## src/rtl/cnt_iter_ctrl_if.sv

```systemverilog
// Handshake and operand/result bundle for the iterative count sequencer.
interface cnt_iter_ctrl_if #(
    parameter int unsigned WIDTH = 64
);
    logic             StartE;
    logic             FlushE;
    logic [WIDTH-1:0] A;
    logic [WIDTH-1:0] RevA;
    logic [1:0]       B;
    logic             W64;
    logic             Ready;
    logic             Busy;
    logic             Done;
    logic [WIDTH-1:0] CntResult;

    modport master (
        output StartE, FlushE, A, RevA, B, W64,
        input  Ready, Busy, Done, CntResult
    );

    modport slave (
        input  StartE, FlushE, A, RevA, B, W64,
        output Ready, Busy, Done, CntResult
    );
endinterface

```

## src/rtl/cnt_iter_ctrl.sv

```systemverilog
// Iterative clz/ctz/cpop sequencer: scans the MSB-aligned operand CHUNK bits
// per cycle through one lzc/popcount slice and accumulates the count.
module cnt_iter_ctrl #(
    parameter int unsigned WIDTH = 64,
    parameter int unsigned CHUNK = 8
) (
    input  logic            clk,
    input  logic            reset,
    cnt_iter_ctrl_if.slave  bus
);
    localparam int unsigned AW    = $clog2(WIDTH) + 1;
    localparam int unsigned NCH   = WIDTH / CHUNK;
    localparam int unsigned NCH_W = 32 / CHUNK;
    localparam int unsigned CW    = $clog2(NCH) + 1;

    typedef enum logic [1:0] {S_IDLE, S_RUN, S_DONE} state_e;

    state_e           state_q;
    logic [WIDTH-1:0] sh_q;
    logic [AW-1:0]    acc_q;
    logic [CW-1:0]    cnt_q;
    logic             cpop_q;
    logic [WIDTH-1:0] res_q;

    logic [CHUNK-1:0] chunk;
    logic             chunk_nz;
    logic [AW-1:0]    acc_d;
    logic             last_d;
    logic [WIDTH-1:0] sh_d;
    logic [CW-1:0]    cnt_d;
    logic [WIDTH-1:0] a_word;
    logic [WIDTH-1:0] reva_word;
    logic             word;

    function automatic logic [AW-1:0] lzc(input logic [CHUNK-1:0] c);
        logic [AW-1:0] n;
        logic          hit;
        n   = '0;
        hit = 1'b0;
        for (int unsigned i = 0; i < CHUNK; i++) begin
            if (c[CHUNK-1-i]) hit = 1'b1;
            else if (!hit)    n = n + 1'b1;
        end
        return n;
    endfunction

    function automatic logic [AW-1:0] popcnt(input logic [CHUNK-1:0] c);
        logic [AW-1:0] n;
        n = '0;
        for (int unsigned i = 0; i < CHUNK; i++) n = n + AW'(c[i]);
        return n;
    endfunction

    // Word ops put the 32 significant bits at the top so the scan order is unchanged.
    generate
        if (WIDTH > 32) begin : g_word
            assign a_word    = {bus.A[31:0], {(WIDTH-32){1'b0}}};
            assign reva_word = {bus.RevA[WIDTH-1 -: 32], {(WIDTH-32){1'b0}}};
            assign word      = bus.W64;
        end else begin : g_noword
            assign a_word    = bus.A;
            assign reva_word = bus.RevA;
            assign word      = 1'b0;
        end
    endgenerate

    always_comb begin
        chunk    = sh_q[WIDTH-1 -: CHUNK];
        chunk_nz = |chunk;
        if (cpop_q)        acc_d = acc_q + popcnt(chunk);
        else if (chunk_nz) acc_d = acc_q + lzc(chunk);
        else               acc_d = acc_q + AW'(CHUNK);
        last_d = (cnt_q == '0) || (!cpop_q && chunk_nz);

        if (bus.B == 2'b01) sh_d = word ? reva_word : bus.RevA;
        else                sh_d = word ? a_word    : bus.A;
        cnt_d = word ? CW'(NCH_W - 1) : CW'(NCH - 1);
    end

    always_ff @(posedge clk or posedge reset) begin
        if (reset) begin
            state_q <= S_IDLE;
            sh_q    <= '0;
            acc_q   <= '0;
            cnt_q   <= '0;
            cpop_q  <= 1'b0;
            res_q   <= '0;
        end else if (bus.FlushE) begin
            state_q <= S_IDLE;
        end else begin
            case (state_q)
                S_IDLE, S_DONE: begin
                    if (bus.StartE) begin
                        state_q <= S_RUN;
                        sh_q    <= sh_d;
                        acc_q   <= '0;
                        cnt_q   <= cnt_d;
                        cpop_q  <= bus.B[1];
                    end else begin
                        state_q <= S_IDLE;
                    end
                end
                S_RUN: begin
                    acc_q <= acc_d;
                    sh_q  <= sh_q << CHUNK;
                    cnt_q <= cnt_q - 1'b1;
                    if (last_d) begin
                        state_q <= S_DONE;
                        res_q   <= WIDTH'(acc_d);
                    end
                end
                default: state_q <= S_IDLE;
            endcase
        end
    end

    assign bus.Ready     = (state_q != S_RUN);
    assign bus.Busy      = (state_q == S_RUN);
    assign bus.Done      = (state_q == S_DONE);
    assign bus.CntResult = res_q;
endmodule

```

## src/flat_wrapper.sv

```systemverilog
// flat-port wrapper written by rule: the top's interface ports become plain ports
module cnt_iter_ctrl_flat 
#(
    parameter int unsigned WIDTH = 64,
    parameter int unsigned CHUNK = 8
)
  (clk, reset, bus_StartE, bus_FlushE, bus_A, bus_RevA, bus_B, bus_W64, bus_Ready, bus_Busy, bus_Done, bus_CntResult);
  cnt_iter_ctrl_if #(.WIDTH(WIDTH)) bus_i ();
  input  logic clk;
  input  logic reset;
  input wire logic [$bits(bus_i.StartE)-1:0] bus_StartE;
  input wire logic [$bits(bus_i.FlushE)-1:0] bus_FlushE;
  input wire logic [$bits(bus_i.A)-1:0] bus_A;
  input wire logic [$bits(bus_i.RevA)-1:0] bus_RevA;
  input wire logic [$bits(bus_i.B)-1:0] bus_B;
  input wire logic [$bits(bus_i.W64)-1:0] bus_W64;
  output wire logic [$bits(bus_i.Ready)-1:0] bus_Ready;
  output wire logic [$bits(bus_i.Busy)-1:0] bus_Busy;
  output wire logic [$bits(bus_i.Done)-1:0] bus_Done;
  output wire logic [$bits(bus_i.CntResult)-1:0] bus_CntResult;
  assign bus_i.StartE = bus_StartE;
  assign bus_i.FlushE = bus_FlushE;
  assign bus_i.A = bus_A;
  assign bus_i.RevA = bus_RevA;
  assign bus_i.B = bus_B;
  assign bus_i.W64 = bus_W64;
  assign bus_Ready = bus_i.Ready;
  assign bus_Busy = bus_i.Busy;
  assign bus_Done = bus_i.Done;
  assign bus_CntResult = bus_i.CntResult;
  cnt_iter_ctrl #(.WIDTH(WIDTH), .CHUNK(CHUNK)) u_core (.clk(clk), .reset(reset), .bus(bus_i));
endmodule
```

## config.mk

```make
export PLATFORM = sky130hd
export DESIGN_NAME = cnt_iter_ctrl_flat
export DESIGN_NICKNAME = d
export VERILOG_FILES = /design/src/rtl/cnt_iter_ctrl_if.sv /design/src/rtl/cnt_iter_ctrl.sv /design/src/flat_wrapper.sv
export SDC_FILE = /design/constraint.sdc
export NUM_CORES = 1
export LEC_CHECK = 0
export ABC_AREA = 1
export CAP_MARGIN = 20
export CORE_ASPECT_RATIO = 0.75
export CORE_MARGIN = 2
export CORE_UTILIZATION = 44
export CTS_BUF_LIST = sky130_fd_sc_hd__clkbuf_4
export DETAILED_ROUTE_END_ITERATION = 8
export PLACE_DENSITY = 0.82
export SLEW_MARGIN = 20
export SYNTH_ARGS = -nofsm -noshare
export SYNTH_HDL_FRONTEND = slang
export SYNTH_SLANG_ARGS = --single-unit
```

## constraint.sdc

```tcl
create_clock -name clk -period 4.2 [get_ports clk]
set_clock_uncertainty 0.15 [all_clocks]
set_input_delay 0.84 -clock clk [delete_from_list [all_inputs] [get_ports clk]]
set_output_delay 0.84 -clock clk [all_outputs]
set_load 0.005 [all_outputs]
```

==> flow_summary_export.csv, run 1 <==
group,metric,value,unit
hold_path,whs_path_depth,2,
place,io_buffers,144,
clock_tree,cts_tree,"done",
finish,register_area,2127,um^2
yosys,synthAdderAreaFrac,0.06848,
critical_path,reg2reg_from,"u_core.sh_q[63]$_DFFE_PP0P_",
hold_path,hold_path_class,"register to register",
yosys,seq_area_frac_synth,0.3424,
global_route,antenna_found_initial,1,
routing,vias_per_cell,5.466,
die,io_pins,202,
clock_tree,clk_pin_slew,0.14,ns
die,die-area,15090,um^2
yosys,synthXorXnorAreaFrac,0.007049,
clock_tree,cts_made_buffers,9,
die,die_w,141.2,um
die,initial_core_util,0.4518,
hold_path,whs_endpoint,"u_core.sh_q[7]$_DFFE_PP0P_",
yosys,synth_top_area_share,0.3424,
status,status,"finished, violations left",
critical_path,cp_top_family,"simple AND/OR/NAND/NOR gates",
sta,rsz0062_at_grt,"true",
finish,fin_util,0.6019,
global_route,grt_max_degree,82,
yosys,syn_area,6212,um^2
hold_path,hp-start,"u_core.sh_q[7]$_DFFE_PP0P_",
yosys,syn_inst,852,
global_route,grt-busiest-layer,"met2",
finish,drive_gt1_frac,0.1352,
critical_path,max_stage_delay,0.44,ns
routing,drt_iter0_markers,562,
global_route,grt_pass1_vias,5903,
sta,relSlewSlack,0.3326,
critical_path,reg2reg_setup_slack,-0.26,ns
yosys,yosysTopAreaCell,"dfrtp_1",
critical_path,required,4.39,ns
routing,drc,0,
critical_path,startpoint_type,"register",
place,gp_congestion,0.9688,
critical_path,ff2ff_path_depth,37,
sta,min_period,4.460,ns
critical_path,criticalPathCategory,"register to register",
yosys,synth_area_leaders,"dfrtp_1 34%, nand2_1 11%, a21oi_1 8.9%",
critical_path,cpMaxStageDelayCell,"dfrtp_1",
yosys,synth_compound_area_frac,0.2296,
clock_tree,insertion_delay,0.44,ns
routing,firstDrtPassIters,5,
pwr,p_leak,3.831,nW
die,rows,37,
sta,setup_viol,8,
clock_tree,clk_path_buf_depth,2,
routing,post_drt_wl_per_cell,17.15,um
yosys,synthMuxAreaShare,0,
sta,maxSlewViolCount,0,
place,placed_cell_area,7701,um^2
status,violations,"setup timing",
yosys,yosys_warnings,0,
critical_path,cp-end-kind,"register",
global_route,grt_pass1_wl,31.19,mm
yosys,ys_types,37,
global_route,grt_usage,0.2660,
finish,area_growth,33.21,%
global_route,groute.layer.met2.usage,0.3877,
clock_tree,cts.sinks,85,
sta,hold_violations,0,
finish,nets,1168,
die,core_area,13750,um^2
global_route,use_met3,0.08933,
yosys,yosys.area_share.simple,0.2155,
clock_tree,root_buffer,"clkbuf_4",
pwr,powerDensity,443.7,nW/um^2
critical_path,cp.buffers_inverters,7,
routing,wirelength,20.28,mm
clock_tree,cts.htree.levels,3,
global_route,grt_overflow,0,
global_route,grt.met1_usage,0.3798,
yosys,syn-mean-instance-area,7.291,um^2
critical_path,worstPathMaxFanout,4,
sta,tightest_slew,1.000,ns
yosys,synth-seq-cells,85,
place,hpwl,14.63,mm
finish,multi_input_area,3744,um^2
sta,fmax,224.2,MHz
sta,fin_crit_sh,1.062,
yosys,synth_top_family_by_area,"compound AO/OA/AOI/OAI gates",
pwr,peakVddDrop,0.2589,mV
die,fp.dieH,106.9,um
finish,fillers,1218,
sta,fin_ws,-0.2604,ns
critical_path,arrival,4.65,ns
finish,finalInstanceArea,8275,um^2
routing,vias,6461,
routing,ant_nets,0,
critical_path,r2r_end,"u_core.bus.CntResult[6]$_DFFE_PP0P_",
run,cap_violations,0,
## worst reg2reg max path, delay by kind of cell, from the launching register on
kind                     cells  cell delay [ns]
buffers and inverters        7             0.42
AO/OA/AOI/OAI                3             0.38
adder cells (fa/ha/maj)      6             1.34
flip-flops                   1             0.44
AND/OR/NAND/NOR             21             1.69
## per-layer routing
metal  up-vias  wire, um  share of wire
met5         -         0              0
met4         0       417          0.021
met3        34      2286           0.11
met2       322      8850           0.44
met1      3054      8722           0.43
li1       3051         -              -
## final cells by class
cell class / instances / area share
antenna: 1 / 0.0003024
clock buffer: 9 / 0.008164
clock inverter: 6 / 0.01361
inverter: 61 / 0.02842
multi-input combinational: 658 / 0.4524
sequential: 85 / 0.2570
tap: 175 / 0.02646
timing repair buffer: 187 / 0.2136
## cells in the final DEF (no fill, tap or decap), types with 6 or more instances in the layout
master / synthesis / layout
a21oi_1: 111 / 107
buf_4: 58 / 42
clkbuf_4: 0 / 9
clkdlybuf4s50_1: 0 / 144
conb_1: 1 / 57
dfrtp_1: 85 / 85
ha_1: 26 / 19
ha_4: 0 / 7
inv_1: 58 / 47
inv_2: 3 / 11
nand2_1: 177 / 157
nand2_2: 1 / 18
nand3_1: 46 / 35
nand3_2: 0 / 10
nor2_1: 86 / 83
nor2_4: 2 / 6
o211ai_1: 21 / 21
o21a_1: 24 / 24
o21ai_0: 54 / 44
o21ai_1: 4 / 10
o221ai_1: 8 / 8
o41ai_1: 8 / 8
## power by group
part           switching (mW)  internal, mW
logic                   0.994         0.864
registers               0.190          1.04
clock network           0.287         0.299
## registers in the layout, indices dropped and copies added (netlist names)
register	count
u_core.cpop_q	1
u_core.sh_q	64
u_core.bus.CntResult	7
u_core.cnt_q	4
u_core.acc_q	7
u_core.state_q	2
## Yosys cell counts
| library cell | instances |
|---|---|
| xor2_1 | 4 |
| o311ai_0 | 4 |
| nor2_8 | 1 |
| nand2_4 | 1 |
| xnor2_1 | 1 |
| o21a_1 | 24 |
| o211ai_1 | 21 |
| buf_4 | 58 |
| nor2_1 | 86 |
| o21ai_1 | 4 |
| o21ai_0 | 54 |
| nand2b_1 | 1 |
| fa_1 | 5 |
| a22o_1 | 1 |
| o41ai_1 | 8 |
| conb_1 | 1 |
| a21oi_1 | 111 |
| o221ai_1 | 8 |
| inv_1 | 58 |
| ha_1 | 26 |
| buf_2 | 8 |
| nand2_1 | 177 |
| or2_2 | 1 |
| nand4_1 | 2 |
| nand2_2 | 1 |
| a22oi_1 | 3 |
| o22ai_1 | 2 |
| inv_2 | 3 |
| a21oi_2 | 1 |
| clkbuf_1 | 38 |
| a31oi_1 | 1 |
| nor2_4 | 2 |
| dfrtp_1 | 85 |
| o21ai_2 | 1 |
| nor2_2 | 3 |
| nand3_1 | 46 |
| nand3_4 | 1 |
## per-stage QoR
stage	hold WS, ns	power (mW)	setup slack, ns	cells	setup TNS (ns)
final	0.3511	3.672	-0.2604	1182	-1.266
after global routing	0.3586	3.944	-0.4815	1181	-3.504
after CTS	0.3520	3.544	-0.09620	1179	-0.3443
after detailed placement	0.3137	2.815	-0.2846	1148	-1.702
after global placement	0.3152	2.757	-0.09210	1148	-0.2410
after floorplan	0.2967	2.273	-0.01945	908	-0.03833
## cell families (layout without fill, tap and decap cells)
kind of cell,Yosys count,in the layout
buffers and inverters,165,263
other,1,58
XOR/XNOR,5,5
AND/OR/NAND/NOR,322,322
flip-flops,85,85
adder cells (fa/ha/maj),31,31
AO/OA/AOI/OAI,243,243
## what timing repair did
action,CTS,global route
gates resized for setup,25,47
hold buffers,0,0
pin swaps,26,46
hold endpoints to repair,0,0
setup endpoints to repair,10,12
setup buffers,16,5
## worst max path at each step
stage                           startpoint  slack, ns  cells after the start                             endpoint
2_1_floorplan  u_core.sh_q[63]$_DFFE_PP0P_      -0.02                     34          u_core.acc_q[6]$_DFFE_PP0P_
3_3_place_gp   u_core.sh_q[62]$_DFFE_PP0P_      -0.09                     36  u_core.bus.CntResult[6]$_DFFE_PP0P_
3_5_place_dp   u_core.sh_q[63]$_DFFE_PP0P_      -0.28                     37          u_core.acc_q[6]$_DFFE_PP0P_
4_1_cts        u_core.sh_q[63]$_DFFE_PP0P_       -0.1                     36          u_core.acc_q[5]$_DFFE_PP0P_
5_1_grt        u_core.sh_q[63]$_DFFE_PP0P_      -0.48                     36          u_core.acc_q[5]$_DFFE_PP0P_
6_report       u_core.sh_q[63]$_DFFE_PP0P_      -0.26                     37  u_core.bus.CntResult[6]$_DFFE_PP0P_
No activity file was read; power rests on OpenSTA's default activity.
==> run 2, diff against run 1 <==
RECOVER_POWER = 25   (was unset)
==> run 2 against run 1 <==
  * Critical endpoint unchanged
  * Sequential share of layout area barely moved
  * The run ends with capacitance limit, slew limit, setup timing left
  * Via count rose by 0.51%
  * Combinational power barely moved
==> flow_summary_export.csv, run 2 (same netlist as run 1, synthesis figures left out) <==
group,metric,value,unit
routing,firstDrtPassIters,6,
clock_tree,clk_pin_slew,0.14,ns
critical_path,startpoint_type,"register",
clock_tree,root_buffer,"clkbuf_4",
place,io_buffers,144,
sta,maxSlewViolCount,38,
critical_path,criticalPathCategory,"register to register",
clock_tree,cts_tree,"done",
die,rows,37,
clock_tree,cts.htree.levels,3,
finish,largest_register_ffs,64,
die,io_pins,202,
die,fp.dieH,106.9,um
hold_path,hp-start,"u_core.sh_q[7]$_DFFE_PP0P_",
critical_path,r2r_end,"u_core.bus.CntResult[6]$_DFFE_PP0P_",
sta,rsz0062_at_grt,"true",
clock_tree,cts.sinks,85,
critical_path,cp.buffers_inverters,7,
finish,layout_common_cells,"157 x nand2_1, 143 x clkdlybuf4s50_1, 107 x a21oi_1, 85 x dfrtp_1, 83 x nor2_1",
pwr,peakVddDrop,0.2592,mV
sta,fmax,224.1,MHz
die,die-area,15090,um^2
critical_path,arrival,4.66,ns
place,place_ws,-0.2846,ns
die,die_w,141.2,um
pwr,p_leak,3.821,nW
routing,drc,0,
critical_path,reg2reg_from,"u_core.sh_q[63]$_DFFE_PP0P_",
global_route,grt_pass1_wl,31.19,mm
finish,nets,1168,
finish,drive_gt1_frac,0.1332,
finish,layout_commonest_cell,"nand2_1",
critical_path,reg2reg_setup_slack,-0.26,ns
status,status,"finished, violations left",
critical_path,cp_top_family,"simple AND/OR/NAND/NOR gates",
place,gp_congestion,0.9688,
run,cap_violations,1,
sta,fin_ws,-0.2617,ns
clock_tree,insertion_delay,0.44,ns
critical_path,worstPathMaxFanout,4,
critical_path,required,4.40,ns
sta,fin_crit_sh,1.062,
finish,area_growth,33.09,%
sta,min_period,4.462,ns
place,hpwl,14.63,mm
routing,ant_nets,0,
hold_path,whs_endpoint,"u_core.sh_q[7]$_DFFE_PP0P_",
status,violations,"capacitance limit, slew limit, setup timing",
global_route,grt_max_degree,82,
sta,tightest_slew,1.609,ns
routing,wirelength,20.36,mm
global_route,grt_overflow,0,
pwr,powerDensity,444.3,nW/um^2
clock_tree,cts_made_buffers,9,
sta,hold_violations,0,
routing,drt_iter0_markers,565,
finish,fin_util,0.6013,
sta,relSlewSlack,-0.07878,
hold_path,hold_path_class,"register to register",
critical_path,cpMaxStageDelayCell,"dfrtp_1",
die,initial_core_util,0.4518,
global_route,grt_usage,0.2660,
routing,vias_per_cell,5.494,
die,core_area,13750,um^2
global_route,antenna_found_initial,1,
global_route,grt_pass1_vias,5903,
critical_path,ff2ff_path_depth,37,
routing,vias,6494,
finish,max_flop_register,"u_core.sh_q",
routing,post_drt_wl_per_cell,17.22,um
hold_path,whs_path_depth,2,
sta,setup_viol,7,
clock_tree,cts_hold_buf,0,
clock_tree,clk_path_buf_depth,2,
critical_path,max_stage_delay,0.44,ns
critical_path,cp-end-kind,"register",
run 2: cell count changes in the layout (fill, tap and decap cells not counted), sizes merged:
cell and change:
clkbuf +2, buf -2, clkinvlp +1, clkinv -1, clkdlybuf4s50 -1, dlygate4sd3 +1
run 2: layer usage:
metal,routed length [um],vias up,track usage
met1,8906,3082,0.3798
met2,8824,320,0.3877
met4,424,0,0.06786
met3,2201,37,0.08933
met5,0,-,0
li1,-,3055,-
run 2: worst max path at each step:
stage | startpoint | end | slack [ns] | cells after the start
after floorplan | u_core.sh_q[63]$_DFFE_PP0P_ | u_core.acc_q[6]$_DFFE_PP0P_ | -0.02 | 34
after global placement | u_core.sh_q[62]$_DFFE_PP0P_ | u_core.bus.CntResult[6]$_DFFE_PP0P_ | -0.09 | 36
final | u_core.sh_q[63]$_DFFE_PP0P_ | u_core.bus.CntResult[6]$_DFFE_PP0P_ | -0.26 | 37
after detailed placement | u_core.sh_q[63]$_DFFE_PP0P_ | u_core.acc_q[6]$_DFFE_PP0P_ | -0.28 | 37
after global routing | u_core.sh_q[63]$_DFFE_PP0P_ | u_core.acc_q[5]$_DFFE_PP0P_ | -0.48 | 36
after CTS | u_core.sh_q[63]$_DFFE_PP0P_ | u_core.acc_q[5]$_DFFE_PP0P_ | -0.1 | 36
run 2: layout make-up:
cell class                      count  area, um^2
Inverter                           61       235.2
Sequential cell                    85        2127
Clock inverter                      6       112.6
Antenna cell                        1       2.502
Clock buffer                        9       67.56
Multi-Input combinational cell    658        3744
Tap cell                          175       219.0
Timing Repair Buffer              187        1760
Fill cell                        1222        5482
run 2: worst reg2reg max path: cells and delay by family (launching register included):
kind            cells  cell delay, ns
flops               1            0.44
compound gates      3            0.38
simple gates       21            1.69
fa+ha+maj           6            1.34
buf+inv             7            0.42
run 2: what timing repair did:
| item | CTS | global route |
|---|---|---|
| resized for setup | 25 | 47 |
| cloned | 0 | 0 |
| setup buffers | 16 | 5 |
| pin swaps | 26 | 46 |
| endpoints found under the setup margin | 10 | 12 |
run 2: per-stage QoR:
| stage | power [mW] | std cells | TNS [ns] | hold WS [ns] | instance area (um^2) |
|---|---|---|---|---|---|
| global route | 3.943 | 1181 | -3.504 | 0.3586 | 8265 |
| floorplan | 2.273 | 908 | -0.03833 | 0.2967 | 6457 |
| global placement | 2.757 | 1148 | -0.2410 | 0.3152 | 7701 |
| detailed placement | 2.815 | 1148 | -1.702 | 0.3137 | 7701 |
| finish | 3.674 | 1182 | -1.269 | 0.3524 | 8268 |
| CTS | 3.544 | 1179 | -0.3443 | 0.3520 | 8097 |
run 2: report_power, final:
part           total, mW  internal, mW  switching [mW]
sequential          1.23          1.04           0.190
clock              0.586         0.299           0.287
combinational       1.86         0.863           0.996
